### config.mk
export PLATFORM = sky130hd
export DESIGN_NAME = fifo_ctrl
export DESIGN_NICKNAME = d
export VERILOG_FILES = /design/src/rtl/fifo_ctrl.sv
export SDC_FILE = /design/constraint.sdc
export NUM_CORES = 1
export LEC_CHECK = 0
export ABC_AREA = 1
export CAP_MARGIN = 25
export CORE_MARGIN = 2
export CORE_UTILIZATION = 25
export DETAILED_ROUTE_END_ITERATION = 10
export PLACE_DENSITY_LB_ADDON = 0.15
export SLEW_MARGIN = 25
export SYNTH_ARGS = -nofsm -noshare
export SYNTH_HDL_FRONTEND = slang
export SYNTH_SLANG_ARGS = --single-unit
### constraint.sdc
create_clock -name clk -period 4.5 [get_ports clk]
set_input_delay 0.9 -clock clk [delete_from_list [all_inputs] [get_ports clk]]
set_output_delay 0.9 -clock clk [all_outputs]
set_load 0.005 [all_outputs]
### src/rtl/fifo_ctrl.sv
// fifo_ctrl: pointer, flag and enable control for an external 2**ADDR_WIDTH-entry FIFO memory.
// Optional build macro FIFO_CTRL_ERR_FLAGS_EN enables sticky overflow/underflow registers;
// without it both ports are tied to 0.
// DATA_WIDTH describes the attached memory only; no data passes through this block.
module fifo_ctrl #(
  parameter int unsigned DATA_WIDTH  = 4,
  parameter int unsigned ADDR_WIDTH  = 3,
  parameter int unsigned AFULL_LEVEL = 6
) (
  input  logic                  clk,
  input  logic                  rst_n,
  input  logic                  push,
  input  logic                  pop,
  input  logic                  flush,
  output logic [ADDR_WIDTH-1:0] waddr,
  output logic [ADDR_WIDTH-1:0] raddr,
  output logic                  wen,
  output logic                  ren,
  output logic                  full,
  output logic                  empty,
  output logic                  almost_full,
  output logic [ADDR_WIDTH:0]   count,
  output logic                  rd_valid,
  output logic                  overflow,
  output logic                  underflow
);

  localparam int unsigned PtrW = ADDR_WIDTH + 1;

  // Reject a zero-width memory description at elaboration time.
  if (DATA_WIDTH == 0) begin : g_bad_data_width
    $error("fifo_ctrl: DATA_WIDTH must be at least 1");
  end

  logic [PtrW-1:0] wptr_q, wptr_d;
  logic [PtrW-1:0] rptr_q, rptr_d;
  logic            rd_valid_q, rd_valid_d;

  // Occupancy flags and memory enables, derived from registered pointers.
  always_comb begin
    waddr       = wptr_q[ADDR_WIDTH-1:0];
    raddr       = rptr_q[ADDR_WIDTH-1:0];
    count       = wptr_q - rptr_q;
    empty       = (wptr_q == rptr_q);
    full        = (wptr_q[ADDR_WIDTH-1:0] == rptr_q[ADDR_WIDTH-1:0]) &&
                  (wptr_q[ADDR_WIDTH] != rptr_q[ADDR_WIDTH]);
    almost_full = (count >= PtrW'(AFULL_LEVEL));
    // Reset masks the enables so no memory access happens while held in reset.
    wen         = rst_n & push & ~full & ~flush;
    ren         = rst_n & pop & ~empty & ~flush;
    rd_valid    = rd_valid_q;
  end

  // Next pointer values; flush returns both pointers to zero.
  always_comb begin
    wptr_d     = wptr_q;
    rptr_d     = rptr_q;
    rd_valid_d = ren;
    if (flush) begin
      wptr_d = '0;
      rptr_d = '0;
    end else begin
      if (wen) wptr_d = wptr_q + PtrW'(1);
      if (ren) rptr_d = rptr_q + PtrW'(1);
    end
  end

  // Pointer and read-valid registers with synchronous active-low reset.
  always_ff @(posedge clk) begin
    if (!rst_n) begin
      wptr_q     <= '0;
      rptr_q     <= '0;
      rd_valid_q <= 1'b0;
    end else begin
      wptr_q     <= wptr_d;
      rptr_q     <= rptr_d;
      rd_valid_q <= rd_valid_d;
    end
  end

`ifdef FIFO_CTRL_ERR_FLAGS_EN
  logic overflow_q, overflow_d;
  logic underflow_q, underflow_d;

  // Sticky error flags; flush neither sets nor clears them.
  always_comb begin
    overflow_d  = overflow_q  | (push & full  & ~flush);
    underflow_d = underflow_q | (pop  & empty & ~flush);
  end

  // Error flag registers, cleared only by reset.
  always_ff @(posedge clk) begin
    if (!rst_n) begin
      overflow_q  <= 1'b0;
      underflow_q <= 1'b0;
    end else begin
      overflow_q  <= overflow_d;
      underflow_q <= underflow_d;
    end
  end

  assign overflow  = overflow_q;
  assign underflow = underflow_q;
`else
  assign overflow  = 1'b0;
  assign underflow = 1'b0;
`endif

endmodule

==> results.toml <==
[global_route]
grt_first_pass_wirelength_mm = 2.57
first_global_vias = 590
antenna_found_initial = 0
grt.total_usage = 0.0978
gr-total-overflow = 0
grt_max_degree = 8

[timing]
setup_tns_ns = 0
slew_viol_final = 0
max_freq_mhz = 306
skew_ns = 0.00303
finalSetupViolations = 0
finalCriticalPeriod_ns = 3.27
timing.final.ws_setup_ns = 1.23
whs_ns = 0.545
rsz0062_at_grt = "false"
timing.final.crit_share = 0.727
finalHoldViolCount = 0

[yosys]
synth.distinct_cells = 20
synth_flop_cell = "dfxtp_1"
synth_top_cell_area_share = 0.248
yosys_warnings = 0
synth.top_cells.by_count = "21 x nand2_1, 16 x inv_1, 10 x nand3_1, 9 x dfxtp_1, 8 x buf_4"
yosysTopAreaCell = "dfxtp_1"
syn_area_per_cell_um2 = 7.19
ys_seq_elements = 9
yosysSeqAreaShare = 0.248
yosys-top-cells-area = "dfxtp_1 25%, nand2_1 11%, ha_1 8.6%, buf_4 8.3%, inv_1 8.3%"
yosysMostFrequentCell = "nand2_1"
synth_edf_count = 0
synth-async-reset-ratio = 0
synth.cell_area_um2 = 726
netlist_instances = 101

[routing]
avgViaCountPerCell = 4.28
dr.pass1.iters = 4
antenna_left = 0
drtIter0Drc = 19
vias = 638
route.detailed.drc = 0
wire_per_inst_um = 9.87
wl_mm = 1.47

[final_layout]
num-fill-cells = 320
multi_input_area_um2 = 410
fin_nets = 130
seq_area_um2 = 180
fin_cells = 149
utilization = 0.339
antennaDiodeCount = 0
final_area_um2 = 935
drive_above_1_share = 0.186
area_delta_synth_final_pct = 28.8

[clock_tree]
cts_root_buf = "clkbuf_4"
cts_buffer_depth = 2
clk_latency_ns = 0.25
cts.sinks = 9
post-cts-setup-buffer-count = 0
ctsHoldBuffers = 0
cts.clk_slew.worst_paths_ns = 0.06
cts_htree_levels = 1
cts_resized = 0
cts_tree = "yes"
cts_made_buffers = 3

[floorplanning]
die_w_um = 57.9
dieArea_mm2 = 0.00335
dieHeight_um = 57.9
initial_core_util = 0.263
io_pins = 23
core_area_mm2 = 0.00276
num_rows = 19

[worst_setup_path]
cp.arrival_ns = 2.37
start_kind = "input pin"
end_kind = "output port"
cp_slowest_stage_delay_ns = 0.50
cp_num_buf_inv = 3
worst-path-stages = 6
cp_common_cell = "clkdlybuf4s50_1"
required_ns = 3.60
path_max_fanout = 7
crit_type = "in2out"
critical_path.top_delay_family = "buffers and inverters"
cpMaxStageDelayCell = "clkdlybuf4s50_1"
reg2reg_depth = 8
crit_chain = "clkdlybuf4s50_1, nand2_2, nor2_2, nand2_4, inv_2, clkdlybuf4s50_1"

[power]
irDropWorstVdd_uv = 114
p_total_uw = 175
cellPowerDensity_mw_per_mm2 = 187
p_leak_nw = 0.470

[hold_path]
hold_path_class = "reg2reg"
worstHoldPathCells = 2

[place]
finalWeightedCongestion = 0.776
io_buffers = 20
dpl.hpwl_mm = 1.20
dp_slack_ns = 1.24
dp.cells = 145
placed_cell_area_um2 = 908

[job]
maxCapViolCount = 0

[run_status]
outcome = "finished clean"
[logic make-up (layout without fill, tap and decap cells)]
group | count (synthesis) | after routing | synth area share
and+or+nand+nor | 47 | 47 | 0.350
buffers and inverters | 29 | 45 | 0.191
DFF | 9 | 9 | 0.248
adders and majority gates | 6 | 6 | 0.114
AOI/OAI and AO/OA | 6 | 6 | 0.0552
xor gates and xnor gates | 3 | 3 | 0.0362
other | 1 | 2 | 0.00517
[per-layer routing]
| metal | GRT usage | vias up | share of wire |
|---|---|---|---|
| li1 | - | 335 | - |
| met1 | 0.136 | 287 | 0.47 |
| met2 | 0.157 | 14 | 0.48 |
| met3 | 0.0134 | 2 | 0.037 |
| met4 | 0.0299 | 0 | 0.0095 |
| met5 | 0 | - | 0 |
[placed cells by master (no fill, tap or decap)]
master           instances
nand2_1                 21
clkdlybuf4s50_1         20
inv_1                   16
nand3_1                 10
dfxtp_1                  9
inv_2                    5
nand2_2                  5
ha_1                     5
nand2_4                  4
nand4_1                  3
xor2_1                   3
clkbuf_4                 3
nor2_2                   2
a21oi_1                  2
a21oi_2                  2
conb_1                   2
nand3_2                  1
nand3b_1                 1
o211ai_1                 1
o21ai_1                  1
fa_1                     1
clkbuf_1                 1
[worst min-delay path, stage by stage, from the launching register on]
cell	delay [ns]
dfxtp_1	0.35
nand2_1	0.10
a21oi_2	0.05
[flip-flops by register name (all words and copies together), names as in the netlist]
| signal | count |
|---|---|
| rptr_q | 4 |
| wptr_q | 4 |
| rd_valid | 1 |
[final timing paths]
kind | start | to | slack [ns]
worst max-delay path | rst_n | ren | 1.23
worst min-delay path | wptr_q[3]$_SDFFE_PP0P_ | wptr_q[3]$_SDFFE_PP0P_ | 0.54
worst max register to register | rptr_q[1]$_SDFFE_PP0P_ | rptr_q[3]$_SDFFE_PP0P_ | 2.99
worst min register to register | wptr_q[3]$_SDFFE_PP0P_ | wptr_q[3]$_SDFFE_PP0P_ | 0.54
[cell type report]
cell class,instances,share of cell area
Multi-Input combinational cell,64,0.439
Timing Repair Buffer,20,0.214
Sequential cell,9,0.193
Inverter,21,0.0843
Tap cell,31,0.0415
Clock buffer,4,0.0281
[power by group]
group	internal [mW]	switching (mW)	leakage [nW]
Clock	0.0341	0.0269	0.0150
Combinational	0.0166	0.0144	0.382
Sequential	0.0808	0.00217	0.0727
Power figures use the tool's default switching activity.
